$ cat src/rtl/serial_sub_pkg.sv
// Shared types and defaults for the bit-serial subtractor.
package serial_sub_pkg;

  localparam int DEFAULT_WIDTH = 4;

  typedef enum logic [1:0] {
    IDLE  = 2'b00,
    SHIFT = 2'b01,
    DONE  = 2'b10
  } state_t;

endpackage

$ cat src/rtl/full_subtractor.sv
// Combinational one-bit subtractor cell: d = a - b - bin with borrow-out.
module full_subtractor (
  input  logic a,
  input  logic b,
  input  logic bin,
  output logic d,
  output logic bout
);

  assign d    = a ^ b ^ bin;
  assign bout = (~a & b) | (~(a ^ b) & bin);

endmodule

$ cat src/rtl/serial_subtractor.sv
// Bit-serial LSB-first subtractor d = a - b - bin behind a start/done handshake.
// Optional signed-overflow output is built when SERIAL_SUB_OVF_EN is defined.
module serial_subtractor
  import serial_sub_pkg::*;
#(
  parameter int WIDTH = DEFAULT_WIDTH
) (
  input  logic             clk,
  input  logic             rst,
  input  logic             start,
  input  logic [WIDTH-1:0] a,
  input  logic [WIDTH-1:0] b,
  input  logic             bin,
  output logic             busy,
  output logic             done,
  output logic [WIDTH-1:0] d,
  output logic             bout
`ifdef SERIAL_SUB_OVF_EN
  ,
  output logic             ovf
`endif
);

  localparam int CW = $clog2(WIDTH + 1);
  localparam logic [CW-1:0] LAST_CNT = CW'(WIDTH - 1);
  localparam logic [CW-1:0] CNT_ONE  = CW'(1);

  state_t           state_q;
  logic [WIDTH-1:0] a_sr_q;
  logic [WIDTH-1:0] b_sr_q;
  logic [WIDTH-1:0] res_sr_q;
  logic [WIDTH-1:0] res_sr_d;
  logic [WIDTH-1:0] d_q;
  logic [CW-1:0]    cnt_q;
  logic             borrow_q;
  logic             bout_q;
  logic             busy_q;
  logic             done_q;
  logic             cell_diff;
  logic             cell_bout;
`ifdef SERIAL_SUB_OVF_EN
  logic             msb_borrow_q;
  logic             ovf_q;
`endif

  full_subtractor u_cell (
    .a    (a_sr_q[0]),
    .b    (b_sr_q[0]),
    .bin  (borrow_q),
    .d    (cell_diff),
    .bout (cell_bout)
  );

  // New difference bit enters at the MSB so the LSB-first result lands aligned.
  assign res_sr_d = {cell_diff, res_sr_q[WIDTH-1:1]};

  // FSM, operand/result shift registers, bit counter, borrow flop and outputs.
  always_ff @(posedge clk or posedge rst) begin
    if (rst) begin
      state_q      <= IDLE;
      a_sr_q       <= {WIDTH{1'b0}};
      b_sr_q       <= {WIDTH{1'b0}};
      res_sr_q     <= {WIDTH{1'b0}};
      d_q          <= {WIDTH{1'b0}};
      cnt_q        <= {CW{1'b0}};
      borrow_q     <= 1'b0;
      bout_q       <= 1'b0;
      busy_q       <= 1'b0;
      done_q       <= 1'b0;
`ifdef SERIAL_SUB_OVF_EN
      msb_borrow_q <= 1'b0;
      ovf_q        <= 1'b0;
`endif
    end else begin
      case (state_q)
        IDLE: begin
          done_q <= 1'b0;
          if (start) begin
            a_sr_q   <= a;
            b_sr_q   <= b;
            borrow_q <= bin;
            cnt_q    <= {CW{1'b0}};
            res_sr_q <= {WIDTH{1'b0}};
            busy_q   <= 1'b1;
            state_q  <= SHIFT;
          end else begin
            busy_q  <= 1'b0;
            state_q <= IDLE;
          end
        end
        SHIFT: begin
          a_sr_q   <= {1'b0, a_sr_q[WIDTH-1:1]};
          b_sr_q   <= {1'b0, b_sr_q[WIDTH-1:1]};
          res_sr_q <= res_sr_d;
          borrow_q <= cell_bout;
          cnt_q    <= cnt_q + CNT_ONE;
          busy_q   <= 1'b1;
          if (cnt_q == LAST_CNT) begin
            // Last bit: publish the result together with the entry into DONE.
            d_q     <= res_sr_d;
            bout_q  <= cell_bout;
            done_q  <= 1'b1;
            state_q <= DONE;
`ifdef SERIAL_SUB_OVF_EN
            msb_borrow_q <= borrow_q;
            ovf_q        <= borrow_q ^ cell_bout;
`endif
          end else begin
            done_q  <= 1'b0;
            state_q <= SHIFT;
          end
        end
        DONE: begin
          done_q  <= 1'b0;
          busy_q  <= 1'b0;
          state_q <= IDLE;
        end
        default: begin
          done_q  <= 1'b0;
          busy_q  <= 1'b0;
          state_q <= IDLE;
        end
      endcase
    end
  end

  assign busy = busy_q;
  assign done = done_q;
  assign d    = d_q;
  assign bout = bout_q;
`ifdef SERIAL_SUB_OVF_EN
  assign ovf  = ovf_q;
`endif

endmodule

$ cat config.mk
export PLATFORM = sky130hd
export DESIGN_NAME = serial_subtractor
export DESIGN_NICKNAME = d
export VERILOG_FILES = /design/src/rtl/serial_sub_pkg.sv /design/src/rtl/full_subtractor.sv /design/src/rtl/serial_subtractor.sv
export SDC_FILE = /design/constraint.sdc
export NUM_CORES = 1
export LEC_CHECK = 0
export ABC_CLOCK_PERIOD_IN_PS = 2850
export BUFFER_PORTS_ARGS = -buffer_cell sky130_fd_sc_hd__buf_2
export CORE_UTILIZATION = 57
export CTS_CLUSTER_DIAMETER = 100
export CTS_CLUSTER_SIZE = 10
export DETAILED_ROUTE_END_ITERATION = 10
export PLACE_DENSITY_LB_ADDON = 0.08
export SLEW_MARGIN = 20
export SYNTH_ARGS = -nofsm -noshare
export SYNTH_HDL_FRONTEND = slang
export SYNTH_SLANG_ARGS = --single-unit
$ cat constraint.sdc
create_clock -name clk -period 2.85 [get_ports clk]
set_input_delay 0.57 -clock clk [delete_from_list [all_inputs] [get_ports clk]]
set_output_delay 0.57 -clock clk [all_outputs]
set_load 0.05 [all_outputs]
==> run metrics <==
Post-DP Area=1150 µm²; Post-CTS Resized=0; Worst setup SP type=flop; LEAKAGE=0.594 nW; ratio of cells with drive above 1 in the final layout=30.1%; Post-synth top cells=dfrtp_1 (23), inv_1 (14), nor2_1 (7), a221oi_1 (6), nor3b_1 (5); Setup violations, final=0; most frequent cell after synthesis=dfrtp_1; Synth Cell Area=1070 µm²; Port Buf Inserts=18; root buf cell=clkbuf_4; CP Capture Type=output pin; Setup crit end=done; DP HPWL=1120 µm; minimum clock period=2.00 ns; CP max FO=21; CP Data Required Time=2.28 ns; synthesized area per cell=12.5 µm²; Clock Skews=0.00673 ns; crit path kind=reg -> out; total power=1.42 mW; Clock Pin Slew Worst Setup and Hold Paths=0.13 ns; CTS H-tree depth=1; Cell Chain, Critical Path=buf_2; number of core rows=15; pwr/cell area=1200 nW/µm²; initial antenna violation count=0; Layout area overhead=10.2%; Main synth FF type=dfrtp_1; RR Startpoint=done$_DFF_PP0_; final instance area=1180 µm²; r2r endpoint=b_sr_q[0]$_DFFE_PP0P_; total iterations of the first detailed-routing run=4; Clk Latency, worst-skew pair=0.31 ns; placed insts=124; Nets=119; GRT overflow=0; CP top delay family=flip-flops; Mapped Nets=101; Min-Delay Path Class=in -> async; period utilisation layout=70.3%; Num CTS Buffers=3; unrepaired setup endpoints after global routing=no; vias in the first global route=603; via count=691; CP Data Arrival Time=1.43 ns; Unique masters post-synth=27; cells on worst reg2reg path=2; GPL Wtd Cong=0.679; synth warn=0; DRT iter0 DRCs=9; Post-synth EDFFs=0; post-route ant nets=0; fmax=499 MHz; global-route wire length before repair=2710 µm; Crit. path cell count=1; outcome=completed; total negative setup slack=0 ns; clock sink count=23; # Post-CTS Setup Buffers=0; worst path bufs/invs=1; post-synth top area share=53.7%; Core Box Area=1750 µm²; largest net degree at the start of global routing=24; Post-Syn Instances=86; Worst Setup SP=done$_DFF_PP0_; DR WL/cell=12.9 µm; Initial Utilization=61.4%; CP max-delay cell=dfrtp_1; # IOs=19; sequential element share of the synthesized area=53.7%; Die X=45.3 µm; Synth Register Bits=23; Max IR drop VDD=0.722 mV; drt drc=0; Die Area=2060 µm²; Hold Buf Count CTS=0; vias per cell=5.40; top cells by area, synth=dfrtp_1 (54%), mux2_4 (5.6%), inv_1 (4.9%); Pins Over Slew Limit=0; CTS tree=yes; count of non-filler cells in the finished layout=128; ant diodes=0; Die Y=45.3 µm; Slew HR=43.0%; number of max-cap violations=0; Worst-Margin Slew=0.853 ns; DRT Wirelength=1660 µm; gr usage total=18.7%; final hold violation count=0; maximum root-to-sink buffer count=2; max incr delay on CP=0.75 ns; flop-to-flop setup slack=1.32 ns; post-synthesis async set-or-reset flop share=100%; worst hold margin=0.414 ns; cell taking the most area after synthesis=dfrtp_1
==> cell type report <==
cell class | count | area, µm²
fill | 144 | 566
clock buffer | 3 | 22.5
tap | 25 | 31.3
clock inverter | 1 | 7.51
timing repair buffer | 18 | 90.1
multi-input combinational | 44 | 400
sequential | 23 | 576
inverter | 14 | 52.6
==> per-layer routing <==
layer  vias up  GRT usage, %  routed length [µm]
met2        13          26.4                 731
li1        333             -                   -
met1       343          27.1                 865
met5         -             0                   0
met3         2          3.60                  36
met4         0          9.70                  23
==> worst min path at each step <==
stage / start / to / slack, ns
final: rst / state_q[0]$_DFF_PP0_ / 0.41
after CTS: rst / bout$_DFFE_PP0P_ / 0.44
after global routing: rst / bout$_DFFE_PP0P_ / 0.48
after global placement: cnt_q[2]$_DFFE_PP0P_ / cnt_q[2]$_DFFE_PP0P_ / 0.47
after floorplan: cnt_q[2]$_DFFE_PP0P_ / cnt_q[2]$_DFFE_PP0P_ / 0.46
after detailed placement: cnt_q[2]$_DFFE_PP0P_ / cnt_q[2]$_DFFE_PP0P_ / 0.48
==> cell usage in the layout (no fill, tap or decap) <==
| master | netlist | final |
|---|---|---|
| a21oi_1 | 1 | 1 |
| a221oi_1 | 6 | 6 |
| a222oi_1 | 1 | 1 |
| a22o_1 | 3 | 3 |
| a32o_1 | 1 | 1 |
| buf_2 | 1 | 18 |
| clkbuf_4 | 0 | 3 |
| clkinvlp_4 | 0 | 1 |
| dfrtp_1 | 23 | 23 |
| fa_1 | 1 | 1 |
| ha_1 | 2 | 2 |
| inv_1 | 14 | 14 |
| mux2_2 | 1 | 1 |
| mux2_4 | 4 | 4 |
| mux2i_1 | 1 | 1 |
| nand2_1 | 1 | 1 |
| nand2b_1 | 1 | 1 |
| nand3b_4 | 1 | 1 |
| nand4bb_1 | 1 | 1 |
| nor2_1 | 7 | 7 |
| nor2b_1 | 1 | 1 |
| nor2b_2 | 1 | 1 |
| nor3b_1 | 5 | 5 |
| nor3b_2 | 1 | 1 |
| o21bai_2 | 1 | 1 |
| o2bb2ai_1 | 2 | 2 |
| o311ai_0 | 1 | 1 |
==> kinds of logic (layout without fill, tap and decap cells) <==
logic type | count (synthesis) | after routing | share of synthesized area (%)
muxes | 6 | 6 | 7.59
AOI/OAI and AO/OA | 16 | 16 | 13.2
and+or+nand+nor | 19 | 19 | 12.4
DFF | 23 | 23 | 53.7
buffers and inverters | 19 | 36 | 8.88
adders and majority gates | 3 | 3 | 4.21
==> flip-flops by register name, summed over array words and instances (netlist names) <==
| signal | cells |
|---|---|
| state_q | 1 |
| borrow_q | 1 |
| b_sr_q | 4 |
| a_sr_q | 4 |
| d | 4 |
| bout | 1 |
| res_sr_q | 3 |
| busy | 1 |
| cnt_q | 3 |
| done | 1 |
==> metrics by stage <==
step | utilization [%] | setup slack [ns]
floorplan | - | 1.43
global placement | 65.9 | 1.21
detailed placement | 65.9 | 1.20
CTS | 67.6 | 0.834
global route | 67.6 | 0.746
finish | 67.6 | 0.845
==> power breakdown <==
group	leakage, nW	switching, mW	internal (mW)
sequential	0.281	0.119	0.476
combinational	0.299	0.379	0.291
clock	0.0139	0.101	0.0534
total	0.594	0.599	0.820
Note: power is estimated with default switching activity, not from simulation.
